==> src/rtl/execute_pkg.sv <==
// Shared encodings for the execute stage: ALU ops, branch conditions, RV32M ops, MD FSM states.
// No logic and no state here.
package execute_pkg;

    localparam logic [3:0] ALU_ADD   = 4'b0000;
    localparam logic [3:0] ALU_SUB   = 4'b0001;
    localparam logic [3:0] ALU_AND   = 4'b0010;
    localparam logic [3:0] ALU_OR    = 4'b0011;
    localparam logic [3:0] ALU_XOR   = 4'b0100;
    localparam logic [3:0] ALU_SLT   = 4'b0101;
    localparam logic [3:0] ALU_SLTU  = 4'b0110;
    localparam logic [3:0] ALU_SLL   = 4'b0111;
    localparam logic [3:0] ALU_SRL   = 4'b1000;
    localparam logic [3:0] ALU_SRA   = 4'b1001;
    localparam logic [3:0] ALU_AUIPC = 4'b1110;

    localparam logic [2:0] BR_BEQ  = 3'b000;
    localparam logic [2:0] BR_BNE  = 3'b001;
    localparam logic [2:0] BR_BLT  = 3'b100;
    localparam logic [2:0] BR_BGE  = 3'b101;
    localparam logic [2:0] BR_BLTU = 3'b110;
    localparam logic [2:0] BR_BGEU = 3'b111;

    typedef enum logic [2:0] {
        MD_MUL    = 3'b000,
        MD_MULH   = 3'b001,
        MD_MULHSU = 3'b010,
        MD_MULHU  = 3'b011,
        MD_DIV    = 3'b100,
        MD_DIVU   = 3'b101,
        MD_REM    = 3'b110,
        MD_REMU   = 3'b111
    } md_op_e;

    typedef enum logic [1:0] {
        MD_IDLE = 2'b00,
        MD_RUN  = 2'b01,
        MD_DONE = 2'b10
    } md_state_e;

    function automatic logic md_signed_a(input md_op_e op);
        return op inside {MD_MUL, MD_MULH, MD_MULHSU, MD_DIV, MD_REM};
    endfunction

    function automatic logic md_signed_b(input md_op_e op);
        return op inside {MD_MUL, MD_MULH, MD_DIV, MD_REM};
    endfunction

endpackage

==> src/rtl/alu.sv <==
// Integer ALU for the execute stage.
// Latency: combinational. Backpressure: none.
module ALU
    import execute_pkg::*;
#(
    parameter int XLEN = 32
) (
    input  logic [XLEN-1:0] a,
    input  logic [XLEN-1:0] b,
    input  logic [3:0]      alu_control,
    output logic [XLEN-1:0] result
);
    localparam int SHW = $clog2(XLEN);

    always_comb begin
        result = '0;
        case (alu_control)
            ALU_SUB:  result = a - b;
            ALU_AND:  result = a & b;
            ALU_OR:   result = a | b;
            ALU_XOR:  result = a ^ b;
            ALU_SLT:  result = {{(XLEN-1){1'b0}}, ($signed(a) < $signed(b))};
            ALU_SLTU: result = {{(XLEN-1){1'b0}}, (a < b)};
            ALU_SLL:  result = a << b[SHW-1:0];
            ALU_SRL:  result = a >> b[SHW-1:0];
            ALU_SRA:  result = $unsigned($signed(a) >>> b[SHW-1:0]);
            default:  result = a + b;
        endcase
    end
endmodule

==> src/rtl/muldiv_iter.sv <==
// Iterative RV32M unit: shift-add multiply / restoring divide on magnitudes, one bit per cycle.
// Latency: start -> XLEN RUN cycles -> one DONE cycle with result. Backpressure: busy while RUN.
module muldiv_iter
    import execute_pkg::*;
#(
    parameter int XLEN  = 32,
    parameter int CNT_W = $clog2(XLEN)
) (
    input  logic            clk,
    input  logic            rst,
    input  logic            start,
    input  logic            flush,
    input  md_op_e          op,
    input  logic [XLEN-1:0] a,
    input  logic [XLEN-1:0] b,
    output logic            busy,
    output logic            done,
    output logic [XLEN-1:0] result
);
    md_state_e         state;
    logic [CNT_W-1:0]  cnt;
    logic [2*XLEN-1:0] acc;
    logic [XLEN-1:0]   opnd;
    md_op_e            op_q;
    logic              neg_a_q, neg_b_q, div_zero_q;

    logic              neg_a, neg_b, is_div;
    logic [XLEN-1:0]   mag_a, mag_b;
    logic [XLEN:0]     mul_sum, div_r, div_diff;
    logic [2*XLEN-1:0] next_acc, prod;
    logic [XLEN-1:0]   quo, rem;

    assign neg_a  = md_signed_a(op) & a[XLEN-1];
    assign neg_b  = md_signed_b(op) & b[XLEN-1];
    assign mag_a  = neg_a ? -a : a;
    assign mag_b  = neg_b ? -b : b;
    assign is_div = op[2];

    // Multiply keeps the multiplier in the low half; divide keeps the quotient there.
    assign mul_sum  = {1'b0, acc[2*XLEN-1:XLEN]} + (acc[0] ? {1'b0, opnd} : '0);
    assign div_r    = acc[2*XLEN-1:XLEN-1];
    assign div_diff = div_r - {1'b0, opnd};
    assign next_acc = !op_q[2] ? {mul_sum, acc[XLEN-1:1]} :
                      div_diff[XLEN] ? {div_r[XLEN-1:0], acc[XLEN-2:0], 1'b0} :
                                       {div_diff[XLEN-1:0], acc[XLEN-2:0], 1'b1};

    always_ff @(posedge clk or posedge rst) begin
        if (rst) begin
            state      <= MD_IDLE;
            cnt        <= '0;
            acc        <= '0;
            opnd       <= '0;
            op_q       <= MD_MUL;
            neg_a_q    <= 1'b0;
            neg_b_q    <= 1'b0;
            div_zero_q <= 1'b0;
        end else begin
            case (state)
                MD_IDLE: if (start) begin
                    state      <= MD_RUN;
                    cnt        <= '0;
                    acc        <= {{XLEN{1'b0}}, (is_div ? mag_a : mag_b)};
                    opnd       <= is_div ? mag_b : mag_a;
                    op_q       <= op;
                    neg_a_q    <= neg_a;
                    neg_b_q    <= neg_b;
                    div_zero_q <= (b == '0);
                end
                MD_RUN: if (flush) begin
                    state <= MD_IDLE;
                end else begin
                    acc <= next_acc;
                    cnt <= cnt + CNT_W'(1);
                    if (cnt == CNT_W'(XLEN-1))
                        state <= MD_DONE;
                end
                default: state <= MD_IDLE;
            endcase
        end
    end

    assign busy = (state == MD_RUN);
    assign done = (state == MD_DONE);

    assign prod = (neg_a_q ^ neg_b_q) ? -acc : acc;
    assign quo  = acc[XLEN-1:0];
    assign rem  = acc[2*XLEN-1:XLEN];

    // MIN / -1 falls out naturally: the negated magnitude wraps back to MIN.
    always_comb begin
        result = '0;
        case (op_q)
            MD_MUL:                      result = prod[XLEN-1:0];
            MD_MULH, MD_MULHSU, MD_MULHU: result = prod[2*XLEN-1:XLEN];
            MD_DIV, MD_DIVU:             result = div_zero_q ? '1 : ((neg_a_q ^ neg_b_q) ? -quo : quo);
            default:                     result = neg_a_q ? -rem : rem;
        endcase
    end
endmodule

==> src/rtl/execute_stage_md.sv <==
// RV32IM execute stage: forwarding, ALU, branch resolution, iterative mul/div, EX/MEM register.
// Latency: 1 cycle for non-M ops, XLEN+2 for M ops. Backpressure: StallE holds the front end during M ops.
module execute_stage_md
    import execute_pkg::*;
#(
    parameter int XLEN  = 32,
    parameter int CNT_W = $clog2(XLEN)
) (
    input  logic            clk,
    input  logic            rst,
    input  logic            RegWriteE,
    input  logic            ALUSrcE,
    input  logic            MemWriteE,
    input  logic            ResultSrcE,
    input  logic            BranchE,
    input  logic            JumpE,
    input  logic            JalrE,
    input  logic            MdE,
    input  logic [3:0]      ALUControlE,
    input  logic [2:0]      funct3E,
    input  logic [XLEN-1:0] RD1_E,
    input  logic [XLEN-1:0] RD2_E,
    input  logic [XLEN-1:0] Imm_Ext_E,
    input  logic [XLEN-1:0] PCE,
    input  logic [XLEN-1:0] PCPlus4E,
    input  logic [4:0]      RD_E,
    input  logic [1:0]      ForwardA_E,
    input  logic [1:0]      ForwardB_E,
    input  logic [XLEN-1:0] ALU_ResultM,
    input  logic [XLEN-1:0] ResultW,
    input  logic            FlushE,
    output logic            StallE,
    output logic            PCSrcE,
    output logic [XLEN-1:0] PCTargetE,
    output logic            RegWriteM,
    output logic            MemWriteM,
    output logic            ResultSrcM,
    output logic [4:0]      RD_M,
    output logic [2:0]      funct3M,
    output logic [XLEN-1:0] PCPlus4M,
    output logic [XLEN-1:0] WriteDataM,
    output logic [XLEN-1:0] ALU_ResultM_out
);
    typedef struct packed {
        logic            reg_write;
        logic            mem_write;
        logic            result_src;
        logic [4:0]      rd;
        logic [2:0]      funct3;
        logic [XLEN-1:0] pc_plus4;
        logic [XLEN-1:0] write_data;
        logic [XLEN-1:0] alu_result;
    } exmem_t;

    logic [XLEN-1:0] src_a, fwd_b, src_b, alu_result, pc_imm, jalr_sum, ex_result, md_result;
    logic            taken, md_start, md_busy, md_done, md_idle;
    logic [4:0]      md_rd;
    exmem_t          exmem_d, exmem_q;

    always_comb begin
        case (ForwardA_E)
            2'b10:   src_a = ALU_ResultM;
            2'b01:   src_a = ResultW;
            default: src_a = RD1_E;
        endcase
        case (ForwardB_E)
            2'b10:   fwd_b = ALU_ResultM;
            2'b01:   fwd_b = ResultW;
            default: fwd_b = RD2_E;
        endcase
    end
    assign src_b = ALUSrcE ? Imm_Ext_E : fwd_b;

    ALU #(.XLEN(XLEN)) u_alu (
        .a           (src_a),
        .b           (src_b),
        .alu_control (ALUControlE),
        .result      (alu_result)
    );

    always_comb begin
        case (funct3E)
            BR_BEQ:  taken = (src_a == src_b);
            BR_BNE:  taken = (src_a != src_b);
            BR_BLT:  taken = ($signed(src_a) <  $signed(src_b));
            BR_BGE:  taken = ($signed(src_a) >= $signed(src_b));
            BR_BLTU: taken = (src_a <  src_b);
            BR_BGEU: taken = (src_a >= src_b);
            default: taken = 1'b0;
        endcase
    end

    assign pc_imm    = PCE + Imm_Ext_E;
    assign jalr_sum  = src_a + Imm_Ext_E;
    assign PCTargetE = JalrE ? {jalr_sum[XLEN-1:1], 1'b0} : pc_imm;
    assign PCSrcE    = ~FlushE & ~MdE & ((BranchE & taken) | JumpE | JalrE);
    assign ex_result = (JumpE | JalrE) ? PCPlus4E :
                       (ALUControlE == ALU_AUIPC) ? pc_imm : alu_result;

    assign md_start = MdE & ~FlushE;

    muldiv_iter #(.XLEN(XLEN), .CNT_W(CNT_W)) u_muldiv (
        .clk    (clk),
        .rst    (rst),
        .start  (md_start),
        .flush  (FlushE),
        .op     (md_op_e'(funct3E)),
        .a      (src_a),
        .b      (src_b),
        .busy   (md_busy),
        .done   (md_done),
        .result (md_result)
    );

    assign md_idle = ~md_busy & ~md_done;
    assign StallE  = (md_idle & md_start) | md_busy;

    always_ff @(posedge clk or posedge rst) begin
        if (rst)
            md_rd <= '0;
        else if (md_idle & md_start)
            md_rd <= RD_E;
    end

    always_comb begin
        exmem_d = '{reg_write: RegWriteE, mem_write: MemWriteE, result_src: ResultSrcE,
                    rd: RD_E, funct3: funct3E, pc_plus4: PCPlus4E,
                    write_data: fwd_b, alu_result: ex_result};
        if (FlushE | StallE | (md_idle & MdE)) begin
            exmem_d.reg_write  = 1'b0;
            exmem_d.mem_write  = 1'b0;
            exmem_d.result_src = 1'b0;
            exmem_d.rd         = 5'd0;
        end else if (md_done) begin
            exmem_d.reg_write  = 1'b1;
            exmem_d.mem_write  = 1'b0;
            exmem_d.result_src = 1'b0;
            exmem_d.rd         = md_rd;
            exmem_d.alu_result = md_result;
        end
    end

    always_ff @(posedge clk or posedge rst) begin
        if (rst)
            exmem_q <= '0;
        else
            exmem_q <= exmem_d;
    end

    assign RegWriteM       = exmem_q.reg_write;
    assign MemWriteM       = exmem_q.mem_write;
    assign ResultSrcM      = exmem_q.result_src;
    assign RD_M            = exmem_q.rd;
    assign funct3M         = exmem_q.funct3;
    assign PCPlus4M        = exmem_q.pc_plus4;
    assign WriteDataM      = exmem_q.write_data;
    assign ALU_ResultM_out = exmem_q.alu_result;
endmodule

==> config.mk <==
export PLATFORM = sky130hd
export DESIGN_NAME = execute_stage_md
export DESIGN_NICKNAME = d
export VERILOG_FILES = /design/src/rtl/execute_pkg.sv /design/src/rtl/alu.sv /design/src/rtl/muldiv_iter.sv /design/src/rtl/execute_stage_md.sv
export SDC_FILE = /design/constraint.sdc
export NUM_CORES = 2
export LEC_CHECK = 0
export CORE_UTILIZATION = 50
export CTS_CLUSTER_SIZE = 40
export DETAILED_ROUTE_END_ITERATION = 10
export HOLD_SLACK_MARGIN = 0.08
export PLACE_DENSITY_LB_ADDON = 0.25
export SYNTH_ARGS = -nofsm -noshare
export SYNTH_HDL_FRONTEND = slang
export SYNTH_SLANG_ARGS = --single-unit
==> constraint.sdc <==
create_clock -name clk -period 16.2 [get_ports clk]
set_input_delay 2.43 -clock clk [delete_from_list [all_inputs] [get_ports clk]]
set_output_delay 2.43 -clock clk [all_outputs]
set_load 0.01 [all_outputs]
==> results.txt <==
----------------------------------------------------
[Global route]
  GRT Residual Overflow ... 0
  Wire length of the first global-routing pass ... 228000 um
  Pin count of the biggest net entering global routing ... 91
  Number of antenna violations at the first check in global routing ... 16
  All-layer global routing usage ... 49.4%
  Vias in the first global route ... 32400

[Timing]
  Finish-stage setup viols ... 0
  Worst-case clock skew ... 0.0263 ns
  Worst-margin pin slew ... 1.51 ns
  Highest Clock Rate ... 82.4 MHz
  Period minus WS final ... 12.14 ns
  Max-slew violation count ... 2
  Unrepaired setup endpoints after global routing ... false
  Setup tns final ... 0 ns
  Endpoints failing hold ... 0
  Crit share post-route ... 75.0%
  Worst slew margin ... -1.75%

[Drt]
  Number of detailed-route iterations in the first pass ... 9
  Mean routed wirelength per cell ... 30.1 um
  Vias per Instance ... 6.88
  Total number of vias ... 36300
  Initial detailed-routing violation count ... 5946
  Number of nets with antenna violations after detailed routing ... 0
  Post-route DRC ... 0
  Wire length reported by the detailed router ... 159000 um

[Final layout]
  Final Non-Filler Cells ... 5270
  Fraction of layout cells with a size suffix above 1 ... 6.14%
  Post-synthesis to final-layout area growth ... 18.1%
  # nets final ... 4954
  FILL cells ... 5622

[Setup path]
  Reg2reg end ... ALU_ResultM_out[31]
  Biggest fanout along the worst timing path ... 61
  Req. time, crit path ... 13.77 ns
  Reg2reg path depth ... 10
  Worst R2R Start ... u_muldiv.acc[12]
  Kind of capture point of the worst setup path ... output port
  Startpoint of the most critical setup path ... ForwardB_E[0]
  Arrival time of the worst setup path ... 9.71 ns
  Category of the most critical setup path ... input port to output port
  Endpoint of the worst setup timing path ... PCSrcE
  Worst reg-to-reg setup slack ... 11.37 ns
  Startpoint type of the worst setup path ... input port

[Synthesis]
  Yosys top cell by area ... sky130_fd_sc_hd__dfrtp_1
  Synth top cells by count ... sky130_fd_sc_hd__nand2_1, sky130_fd_sc_hd__a21oi_1, sky130_fd_sc_hd__o21ai_0, sky130_fd_sc_hd__nor2_1, sky130_fd_sc_hd__ha_1
  Share of synthesized registers carrying an async set or reset ... 100%
  Most used standard cell by instance count after synthesis ... sky130_fd_sc_hd__nand2_1
  Cell types with the largest area share after synthesis ... sky130_fd_sc_hd__dfrtp_1, sky130_fd_sc_hd__ha_1, sky130_fd_sc_hd__a21oi_1
  Proportion of netlist area held by the largest area contributor ... 18.1%
  Number of nets produced by synthesis ... 4711
  Seq/Total Area, Yosys ... 18.1%
  Instance count of the mapped netlist ... 4219
  Most used flip-flop cell after synthesis ... sky130_fd_sc_hd__dfrtp_1
  Synthesized area per cell ... 7.25 um^2
  Register bit total from synthesis ... 221
  Warning count from the yosys run ... 0
  Number of distinct library cell variants in the gate-level netlist after synthesis ... 95
  Post-Syn Area ... 0.0306 mm^2
  Number of enable flip-flop cells after synthesis ... 0

[Clocking]
  Clock buffers created by TritonCTS ... 27
  Number of H-tree levels ... 1
  Count of buffers added by post-CTS timing repair for setup ... 0
  Post-cts sizing count ... 0
  Clk Tree Root Cell ... sky130_fd_sc_hd__clkbuf_16
  Latest clock arrival within the worst-skew pair ... 0.61 ns
  Total of hold buffers inserted after clock tree synthesis ... 0
  CTS clock-pin slew for the worst setup and hold paths ... 0.07 ns
  Number of clock sinks seen by CTS ... 221
  Clock Tree Buf Depth ... 3
  Clock tree from TritonCTS ... yes

[Placement]
  Instance count after placement with tap cells included ... 5215
  Final HPWL from detailed placement ... 126000 um
  Port Buf Inserts ... 391
  GPL Wtd Cong ... 1.16

[Pwr]
  Clock Power Share ... 13.4%
  Peak VDD IR ... 0.166 mV
  Overall power after layout ... 4.88 mW
  Lkg Pwr ... 15.2 nW
  Share of power burned in combinational logic ... 67.7%
  Seq pwr share ... 18.9%
  Pint ... 2.30 mW
  Switching power ... 2.58 mW
  Switching share of power ... 52.9%
  Power density relative to cell area ... 135 mW/mm^2

[Floorplanning]
  Area of the core ... 0.0604 mm^2
  Starting density of the core ... 50.6%
  Die span in y ... 249 um
  Die Span X ... 249 um
  Ports ... 392
  Count of standard-cell rows ... 90
  Area of the die ... 0.0621 mm^2

[Hold path]
  Critical hold path startpoint ... u_muldiv.opnd[23]
  Worst hold path type ... flip-flop to flip-flop

[Flow run]
  Max cap viols ... 1

[Outcome]
  Failing checks ... capacitance limit, slew limit
  Result of the run ... complete, but fails checks

----------------------------------------------------
## metrics by stage
stage,worst slack [ns],hold WS [ns],cell area (um^2),util (%)
final,4.06,0.470,36100,59.8
after global routing,3.89,0.496,36100,59.8
after CTS,4.60,0.471,36100,59.8
after detailed placement,4.63,0.457,35100,58.2
after global placement,4.67,0.452,35100,58.2
after floorplan,6.47,0.439,30600,-
## cell type report
cell class,count,area (um^2),share of cell area [%]
multi-input combinational,3525,23200,64.4
tap,782,978,2.71
clock buffer,35,746,2.07
sequential,221,5530,15.3
clock inverter,14,183,0.506
antenna,6,15.0,0.0416
inverter,196,743,2.06
timing repair buffer,491,4650,12.9
## logic make-up (layout without fill, tap and decap cells)
group	after synthesis	after routing	share of synthesized area [%]
flops	221	221	18.1
buf+inv	473	736	6.28
fa+ha+maj	241	241	10.0
simple gates	1247	1247	18.5
xor+xnor	276	276	7.91
compound gates	1561	1561	32.3
other cells	0	6	0
mux	200	200	6.84
## registers in the layout, summed over array words and instances (netlist names), 2 cells and up
| name | count |
|---|---|
| ALU_ResultM_out | 32 |
| PCPlus4M | 32 |
| RD_M | 5 |
| WriteDataM | 32 |
| funct3M | 3 |
| md_rd | 5 |
| u_muldiv.acc | 64 |
| u_muldiv.cnt | 5 |
| u_muldiv.op_q | 3 |
| u_muldiv.opnd | 32 |
| u_muldiv.state | 2 |
## cells in the final DEF, fill, tap and decap left out, types with 139 or more instances in the layout
| master | synthesis | final |
|---|---|---|
| sky130_fd_sc_hd__o21ai_0 | 405 | 400 |
| sky130_fd_sc_hd__ha_1 | 235 | 234 |
| sky130_fd_sc_hd__clkdlybuf4s50_1 | 0 | 388 |
| sky130_fd_sc_hd__nor2_1 | 363 | 359 |
| sky130_fd_sc_hd__dfrtp_1 | 221 | 220 |
| sky130_fd_sc_hd__inv_1 | 188 | 187 |
| sky130_fd_sc_hd__a21oi_1 | 411 | 411 |
| sky130_fd_sc_hd__nand2_1 | 449 | 448 |
| sky130_fd_sc_hd__xnor2_1 | 187 | 186 |
| sky130_fd_sc_hd__mux2i_1 | 139 | 139 |
## per-layer routing
metal | track usage, % | part of all wire (%)
met5 | 0.463 | 0.087
met4 | 28.1 | 7.0
met3 | 16.6 | 15
met2 | 66.6 | 38
met1 | 68.0 | 40
## critical path, stage by stage
cell and delay (ns):
sky130_fd_sc_hd__clkdlybuf4s50_1 0.48, sky130_fd_sc_hd__inv_1 0.05, sky130_fd_sc_hd__ha_1 0.27, sky130_fd_sc_hd__buf_4 0.43, sky130_fd_sc_hd__or2_2 0.31, sky130_fd_sc_hd__o221ai_4 0.11, sky130_fd_sc_hd__buf_4 0.29, sky130_fd_sc_hd__inv_2 0.09
sky130_fd_sc_hd__buf_4 0.59, sky130_fd_sc_hd__fa_1 0.35, sky130_fd_sc_hd__nand2b_1 0.15, sky130_fd_sc_hd__a21oi_1 0.10, sky130_fd_sc_hd__o21ai_0 0.34, sky130_fd_sc_hd__a211oi_1 0.24, sky130_fd_sc_hd__nor4_1 0.87, sky130_fd_sc_hd__o211ai_1 0.30
sky130_fd_sc_hd__a21boi_0 0.39, sky130_fd_sc_hd__nand3b_1 0.12, sky130_fd_sc_hd__a21oi_1 0.17, sky130_fd_sc_hd__nor3_1 0.07, sky130_fd_sc_hd__o31ai_1 0.83, sky130_fd_sc_hd__clkdlybuf4s50_1 0.70
## power groups by stage
stage / Combinational, mW / Sequential [mW] / Clock [mW]
CTS: 3.17 / 0.905 / 0.653
finish: 3.31 / 0.921 / 0.655
global route: 3.52 / 0.933 / 0.675
detailed placement: 3.15 / 0.915 / 0
global placement: 3.12 / 0.909 / 0
floorplan: 2.18 / 0.814 / 0
## worst min-delay path by stage
stage                         to  depth (start not counted)
2_1_floorplan  u_muldiv.opnd[21]                          2
3_3_place_gp   u_muldiv.opnd[25]                          2
3_5_place_dp   u_muldiv.opnd[23]                          2
4_1_cts        u_muldiv.opnd[23]                          2
5_1_grt        u_muldiv.opnd[23]                          2
6_report       u_muldiv.opnd[23]                          2
(Power assumes the default switching activity.)
